[src/rtl/keypad_scan_ctrl.sv]
// 4x4 matrix keypad scanner. It drives the columns and synchronizes the rows, then
// debounces the press and release of a single key and keeps a two-digit history.
module keypad_scan_ctrl #(
   parameter int SCAN_CYCLES     = 4,
   parameter int DEBOUNCE_CYCLES = 960000
) (
   input  logic       clk,
   input  logic       reset,
   input  logic [3:0] row_n,
   output logic [3:0] col_n,
   output logic [3:0] key_code,
   output logic       key_valid,
   output logic       key_held,
   output logic [3:0] digit_new,
   output logic [3:0] digit_old
);

   localparam int SC_W = (SCAN_CYCLES > 1) ? $clog2(SCAN_CYCLES) : 1;
   localparam int DB_W = (DEBOUNCE_CYCLES > 1) ? $clog2(DEBOUNCE_CYCLES) : 1;
   localparam logic [SC_W-1:0] DWELL_LAST = SC_W'(SCAN_CYCLES - 1);
   localparam logic [DB_W-1:0] DB_LAST    = DB_W'(DEBOUNCE_CYCLES - 1);

   typedef enum logic [1:0] {
      S_SCAN        = 2'd0,
      S_DEB_PRESS   = 2'd1,
      S_HELD        = 2'd2,
      S_DEB_RELEASE = 2'd3
   } state_t;

   state_t          state_q;
   logic [1:0]      col_q;
   logic [1:0]      row_q;
   logic [SC_W-1:0] dwell_q;
   logic [DB_W-1:0] dbcnt_q;
   logic [3:0]      col_n_q;
   logic [3:0]      key_code_q;
   logic            key_valid_q;
   logic            key_held_q;
   logic [3:0]      digit_new_q;
   logic [3:0]      digit_old_q;
   logic [3:0]      row_meta_q;
   logic [3:0]      row_sync_q;

   logic [3:0]      rows;
   logic [3:0]      row_onehot;
   logic            hit;
   logic [1:0]      hit_row;
   logic [1:0]      col_inc;
   logic            dwell_last;
   logic            db_last;
   logic            key_down;

   function automatic logic [3:0] key_lut(input logic [1:0] r, input logic [1:0] c);
      logic [3:0] code;
      case ({r, c})
         4'h0:    code = 4'h1;
         4'h1:    code = 4'h2;
         4'h2:    code = 4'h3;
         4'h3:    code = 4'hA;
         4'h4:    code = 4'h4;
         4'h5:    code = 4'h5;
         4'h6:    code = 4'h6;
         4'h7:    code = 4'hB;
         4'h8:    code = 4'h7;
         4'h9:    code = 4'h8;
         4'hA:    code = 4'h9;
         4'hB:    code = 4'hC;
         4'hC:    code = 4'hE;
         4'hD:    code = 4'h0;
         4'hE:    code = 4'hF;
         default: code = 4'hD;
      endcase
      return code;
   endfunction

   function automatic logic [3:0] col_drive(input logic [1:0] c);
      return ~(4'b0001 << c);
   endfunction

   // Two-flop synchronizer; idle value is all rows released.
   always_ff @(posedge clk) begin
      if (reset) begin
         row_meta_q <= 4'hF;
         row_sync_q <= 4'hF;
      end else begin
         row_meta_q <= row_n;
         row_sync_q <= row_meta_q;
      end
   end

   assign rows       = ~row_sync_q;
   assign row_onehot = 4'b0001 << row_q;
   assign col_inc    = col_q + 2'd1;
   assign dwell_last = (dwell_q == DWELL_LAST);
   assign db_last    = (dbcnt_q == DB_LAST);
   assign key_down   = rows[row_q];

   // Only a single asserted row is a usable hit; ghosting patterns read as no key.
   always_comb begin
      hit     = 1'b1;
      hit_row = 2'd0;
      case (rows)
         4'b0001: hit_row = 2'd0;
         4'b0010: hit_row = 2'd1;
         4'b0100: hit_row = 2'd2;
         4'b1000: hit_row = 2'd3;
         default: hit     = 1'b0;
      endcase
   end

   always_ff @(posedge clk) begin
      if (reset) begin
         state_q     <= S_SCAN;
         col_q       <= 2'd0;
         col_n_q     <= 4'b1110;
         row_q       <= 2'd0;
         dwell_q     <= '0;
         dbcnt_q     <= '0;
         key_code_q  <= 4'h0;
         key_valid_q <= 1'b0;
         key_held_q  <= 1'b0;
         digit_new_q <= 4'h0;
         digit_old_q <= 4'h0;
      end else begin
         key_valid_q <= 1'b0;
         case (state_q)
            S_SCAN: begin
               if (dwell_last && hit) begin
                  row_q   <= hit_row;
                  dwell_q <= '0;
                  dbcnt_q <= '0;
                  state_q <= S_DEB_PRESS;
               end else if (dwell_last) begin
                  col_q   <= col_inc;
                  col_n_q <= col_drive(col_inc);
                  dwell_q <= '0;
               end else begin
                  dwell_q <= dwell_q + SC_W'(1);
               end
            end
            S_DEB_PRESS: begin
               if (!db_last) begin
                  dbcnt_q <= dbcnt_q + DB_W'(1);
               end else if (rows == row_onehot) begin
                  state_q     <= S_HELD;
                  key_code_q  <= key_lut(row_q, col_q);
                  key_valid_q <= 1'b1;
                  key_held_q  <= 1'b1;
                  digit_old_q <= digit_new_q;
                  digit_new_q <= key_lut(row_q, col_q);
               end else begin
                  state_q <= S_SCAN;
                  col_q   <= col_inc;
                  col_n_q <= col_drive(col_inc);
                  dwell_q <= '0;
                  dbcnt_q <= '0;
               end
            end
            S_HELD: begin
               // Other keys are ignored here, even on the same column.
               if (!key_down) begin
                  dbcnt_q <= '0;
                  state_q <= S_DEB_RELEASE;
               end
            end
            S_DEB_RELEASE: begin
               if (!db_last) begin
                  dbcnt_q <= dbcnt_q + DB_W'(1);
               end else if (!key_down) begin
                  state_q    <= S_SCAN;
                  col_q      <= col_inc;
                  col_n_q    <= col_drive(col_inc);
                  dwell_q    <= '0;
                  dbcnt_q    <= '0;
                  key_held_q <= 1'b0;
               end else begin
                  state_q <= S_HELD;
               end
            end
            default: begin
               state_q    <= S_SCAN;
               col_q      <= 2'd0;
               col_n_q    <= 4'b1110;
               dwell_q    <= '0;
               dbcnt_q    <= '0;
               key_held_q <= 1'b0;
            end
         endcase
      end
   end

   assign col_n     = col_n_q;
   assign key_code  = key_code_q;
   assign key_valid = key_valid_q;
   assign key_held  = key_held_q;
   assign digit_new = digit_new_q;
   assign digit_old = digit_old_q;

endmodule
[config.mk]
export PLATFORM = sky130hd
export DESIGN_NAME = keypad_scan_ctrl
export DESIGN_NICKNAME = d
export VERILOG_FILES = /design/src/rtl/keypad_scan_ctrl.sv
export SDC_FILE = /design/constraint.sdc
export NUM_CORES = 1
export LEC_CHECK = 0
export ABC_AREA = 1
export CAP_MARGIN = 20
export CORE_ASPECT_RATIO = 0.5
export CORE_MARGIN = 8
export CORE_UTILIZATION = 59
export DETAILED_ROUTE_END_ITERATION = 10
export PLACE_DENSITY = 0.88
export SETUP_SLACK_MARGIN = 0.4
export SYNTH_ARGS = -nofsm -noshare
export SYNTH_HDL_FRONTEND = slang
export SYNTH_SLANG_ARGS = --single-unit
[constraint.sdc]
create_clock -name clk -period 2.1 [get_ports clk]
set_clock_uncertainty 0.15 [all_clocks]
set_input_delay 0.42 -clock clk [delete_from_list [all_inputs] [get_ports clk]]
set_output_delay 0.42 -clock clk [all_outputs]
set_load 0.005 [all_outputs]
### After elaboration in Yosys (flattened, before gate mapping)

Memories as Yosys holds them, arrays and structs flattened. A register that Yosys moved wholly into a read port is not among the register bits.
Cells that the tools add are included.

| cells by class | value |
|---|---|
| $mul | 0 |
| reductions and logical operators | 13 |
| magnitude comparators | 1 |
| div/mod/pow operators | 0 |
| add/subtract/negate cells | 3 |
| equality and inequality tests | 20 |
| shifts and indexed selects | 2 |
| bitwise operators | 4 |
| multiplexer cells | 44 |

Operators with widths:

| operator | count |
|---|---|
| 20-bit 2-to-1 mux | 5 |
| 20-bit case mux with 4 select lines | 1 |
| 2-bit 2-to-1 mux | 18 |
| 4-bit 2-to-1 mux | 6 |
| 20-bit by 1-bit adder with 20-bit output, second input constant | 1 |
| 20-bit == test, second input constant | 1 |
| 2-bit inequality test, second input constant | 9 |
| 2-bit case mux with 3 select lines | 3 |
| 4-bit case mux with 3 select lines | 1 |
| 5-bit AND reduction | 2 |
| 4-bit inverter | 2 |
| 2-bit case mux with 4 select lines | 1 |
| 1-bit by 2-bit << shifter with 4-bit output, first input constant | 2 |
| 1-bit 2-to-1 mux | 7 |
| 7-bit AND reduction | 1 |
| 2-bit == test, second input constant | 3 |
| 2-bit by 1-bit adder with 2-bit output, second input constant | 2 |
| 4-bit by 1-bit == test with 1-bit output, second input constant | 1 |
| 4-bit by 2-bit == test with 1-bit output, second input constant | 1 |
| 4-bit by 3-bit == test with 1-bit output, second input constant | 1 |
| 4-bit == test | 1 |
| 4-bit == test, second input constant | 1 |
| 2-bit AND reduction | 2 |
| 4-bit AND reduction | 1 |
| other kinds (13) | 14 |

| storage, ports and cells | value |
|---|---|
| ROM bits | 128 |
| input bits | 6 |
| register bits | 46 |
| latch bits | 0 |
| bits in writable memories | 0 |
| memories | 2 |
| word-level logic and storage cells | 100 |
| output and inout bits | 18 |

Memory list:

| memory | depth | bits a word | read ports | clocked after Yosys merged registers in | write ports | RTL line | text |
|---|---|---|---|---|---|---|---|
| (name not given) | 16 | 4 | 1 | 1 | 0 | 55 | `case ({r, c})` |
| (name not given) | 16 | 4 | 1 | 1 | 0 | 55 |  |

### Longest topological paths before layout

| depth | value |
|---|---|
| word-level depth | 7 |
| gate-level depth with buffers | 13 |
| mapped depth without buffers | 12 |

### Least setup slack after synthesis

OpenSTA, ideal clock, no wires.

| timing | value |
|---|---|
| path kind | flip-flop to flip-flop |
| start point | register dbcnt_q[0] |
| end point | register dbcnt_q[1] |
| stages on the path, launching flop included | 12 |
| path slack | 345 ps |
| arrival | 1473 ps |
| required time | 1817 ps |
| path buffers | 1 |
| cells stage by stage | dfxtp_1 > ha_1 > nand3_2 > inv_2 > nand2_2 > nor2_4 > nor2_1 > buf_2 > nand2_1 > nand2_1 > a21oi_1 > nor2_1 |

| on the way | value |
|---|---|
| longest elaborated chain between the ends | 3 |
| elaborated cells on any way between the ends | 7 |

Ends and longest elaborated chain:

| what | RTL line | text |
|---|---|---|
| start: declaration | 34 | `logic [DB_W-1:0] dbcnt_q;` |
| start signal: assignment | 143 | `dbcnt_q <= dbcnt_q + DB_W'(1);` |
| start signal: assignment | 168 | `dbcnt_q <= dbcnt_q + DB_W'(1);` |
| 20-bit by 1-bit adder with 20-bit output / 20-bit == test (equally long branches) | 143, 168, 95 |  |
| 20-bit 2-to-1 mux (tied with other cells) | 167 | `if (!db_last) begin` |
| 20-bit case mux with 4 select lines / 2-bit AND reduction (equally long branches) | -- |  |

Parallel ways exist; a longest one is shown, timed or not.
A chain may end at the register's enable or synchronous reset.

### Worst setup path after layout

| timing | value |
|---|---|
| start point | register row_sync_q[1] |
| end point | register dbcnt_q[19] |

| on the way | value |
|---|---|
| longest elaborated chain between the ends | 7 |
| elaborated cells on any way between the ends | 17 |

Ends and longest elaborated chain:

| what | RTL line | text |
|---|---|---|
| start: declaration | 42 | `logic [3:0] row_sync_q;` |
| start signal: assignment | 87 | `row_sync_q <= row_meta_q;` |
| 4-bit inverter (*) | 91 | `assign rows = ~row_sync_q;` |
| 4-bit == test (tied with other cells) | 102 | `case (rows)` |
| 4-bit OR reduction (no source line) | -- |  |
| 1-bit 2-to-1 mux | 102 |  |
| 1-bit logical AND | 128 | `if (dwell_last && hit) begin` |
| 2-bit inequality test (no source line) | -- |  |
| 2-bit AND reduction (no source line) | -- |  |

Mark *: on every way between the ends. The rest lies on a longest branch, timed or not. The select of a mux whose other input is x is not followed.

==> results.cfg <==
[clock_network]
clock_sinks = 50
cts_tree = yes
htreeDepth = 2
numCtsBuffers = 5
cts.path.max_buffers = 2
clk-insertion-delay-late_ns = 0.32
cts_root_buf = clkbuf_8
clk_pin_slew_ns = 0.11

[setup_path]
cp_data_arrival_time_ns = 2.22
cp_max_fo = 5
r2r-start = row_sync_q[1]
endpoint = dbcnt_q[19]
r2r_slack_ns = -0.06
critical_path_class = flop to flop
crit_start = row_sync_q[1]
reg2reg_depth = 11
startpoint_type = flop
end_kind = flop
crit-reg2reg-capture = dbcnt_q[19]
crit_required_ns = 2.16

[die]
ios = 24
core_sq_um = 5000
dieArea_sq_um = 7964
die_w_microns = 118.5
initial_utilization_pct = 61.94
die_h_microns = 67.23
row_count = 18

[global_route]
grt_use_met1_pct = 24.14
grt_pass1_wl_microns = 15480
grt_use_met3_pct = 6.656
antenna_found_initial = 0
grt_start_max_net_pins = 25
grt_pass1_vias = 3397
grt-ovfl-total = 0
met2_usage_pct = 43.36
grt-busiest-layer = met2
track_usage_pct = 23.63

[cells_and_area]
final_area_sq_um = 4335
num-nets-final = 560
fillers = 195
drive_gt1_share_pct = 36.93
diodes = 0
area_delta_synth_final_pct = 40.00

[synthesis]
ys_async_sr_fraction_pct = 0
synth_seq_area_share_pct = 32.32
synth_nets = 490
yosysWarningCount = 0
synth_top_cell_area_share_pct = 32.32
ys.flop_type = dfxtp_1
synthTopCellsByCount = nand2_1, nor2_1, dfxtp_1
netlist_instances = 476
yosysTopAreaCell = dfxtp_1
ys_ff_latch = 50
yosysMostFrequentCell = nand2_1
synth_edf_count = 0
syn_avg_cell_area_sq_um = 6.506
synth_cell_types = 35
synth_area_sq_um = 3097
synthTopCellsByArea = dfxtp_1, nand2_1, nor2_1, nand3_1, inv_1

[status]
status = complete, but fails checks
violations = negative setup slack

[placed_design]
place_ws_ns = 0.1596
placed_area_sq_um = 3420
gp_congestion = 0.9365
portBuffers = 23
hpwlAfterDp_microns = 5380

[power_and_ir_drop]
switching_share_pct = 46.17
p_sw_uw = 1742
internal-power_uw = 2032
p_leak_uw = 0.001802
power.share.sequential_pct = 30.9
power.share.clock_pct = 19.7
ir_drop_mv = 0.6113
comb_power_share_pct = 49.4
power_uw = 3774
pwr_density_cell_nw_per_um2 = 870.5

[sta]
relSlewSlack_pct = 75.65
hold_ws_ns = 0.2762
max_freq_ghz = 0.4637
min_period_ns = 2.156
rsz0062_at_grt = true
finalSetupViolations = 5
fin_setup_tns_ns = -0.1507
final.setup.worst_slack_ns = -0.05637
drv_slew = 0
period_share_pct = 102.7
hold_viol = 0
worstMarginPinSlew_ns = 0.3643

[route]
wl_per_cell_microns = 23.55
vias_per_cell = 6.914
drcViolationCount = 0
via_count = 4266
wirelength_microns = 14530
first_pass_iters = 11
first_iter_violations = 942
ant_nets = 0

[flow_run]
drv_cap = 0

[hold_path]
min_path_type = flop to flop
-- cells in the final DEF, fill, tap and decap left out, types with 3 or more instances in the layout --
cell               n
dfxtp_4           16
nor2_4            18
nand3_2            5
a21oi_2            7
o21ai_2            5
nor2_1            53
nand3_4            7
xor2_1             3
clkbuf_8           5
nand2_1          110
nand2_2           19
or2_2              8
clkdlybuf4s50_1    5
dfxtp_2           19
inv_1             35
nand2_4            5
o21ai_1            6
nand4_1            7
o21ai_0           19
nand3_1           38
nor2_2            11
ha_1               7
a21oi_1           20
buf_4             40
buf_12             3
dlygate4sd2_1     18
nand2_8            4
inv_2              8
dfxtp_1           15
buf_6              7
-- logic make-up after synthesis --
logic type	Yosys count	synth area share, %
muxes	1	0.3232
xor gates and xnor gates	5	1.414
DFF	50	32.32
buffers and inverters	64	9.132
adders and majority gates	8	3.232
AOI/OAI and AO/OA	63	11.15
and+or+nand+nor	285	42.42
-- flip-flops by register name, summed over array words and instances, names as in the netlist --
signal,flops
key_valid,1
digit_new,4
col_q,2
dbcnt_q,20
key_held,1
row_q,2
row_meta_q,4
dwell_q,2
row_sync_q,4
digit_old,4
col_n,4
state_q,2
-- worst min path at each step --
stage | from | end | slack [ns] | depth (start not counted)
floorplan | row_meta_q[0] | row_sync_q[0] | 0.24 | 1
global placement | row_meta_q[2] | row_sync_q[2] | 0.24 | 1
detailed placement | row_meta_q[1] | row_sync_q[1] | 0.24 | 1
CTS | row_meta_q[1] | row_sync_q[1] | 0.27 | 1
global route | row_meta_q[1] | row_sync_q[1] | 0.29 | 1
finish | row_meta_q[1] | row_sync_q[1] | 0.28 | 1
-- power by group through the flow --
stage	Clock (uW)	Sequential [uW]	Combinational, uW
after CTS	723	1140	1340
final	745	1170	1860
after global routing	787	1160	1940
after floorplan	0	1150	894
after global placement	0	1150	1110
after detailed placement	0	1150	1130
-- through the flow --
step,utilization [%],cells
2_1_floorplan,-,476
3_3_place_gp,68.39,564
3_5_place_dp,68.39,564
4_1_cts,77.98,595
5_1_grt,86.71,617
6_report,86.71,617
-- area by class of cell --
type	instances	area [sq um]	share of cell area [%]
sequential	50	1085	25.02
multi-input combinational	365	2183	50.36
inverter	48	191.4	4.416
clock buffer	5	68.82	1.587
timing repair buffer	75	666.9	15.38
clock inverter	3	47.55	1.097
timing repair inverter	1	5.005	0.1154
tap	70	87.58	2.020
-- routing by layer --
metal	share of wire [%]	routed length (microns)	vias up
met5	0	0	-
met4	11	1530	0
met3	17	2477	210
met2	40	5801	534
met1	32	4719	1858
li1	-	-	1664
-- worst max-delay path: stages (launching register included) --
cell	delay [ns]
dfxtp_4	0.38
nand2_1	0.10
clkinv_2	0.16
nor2_2	0.27
o21ai_2	0.13
nand2_1	0.10
nand2_1	0.10
nand2_2	0.15
buf_6	0.14
a21oi_2	0.05
nor2_1	0.20
nor2_1	0.10
-- what timing repair did --
action,CTS,global route
buffers inserted,21,19
hold endpoints to repair,0,0
gates cloned,2,3
setup endpoints to repair,58,40
hold buffers,0,0
resized for setup,91,83
pin swaps,20,36
(Power assumes the default switching activity.)
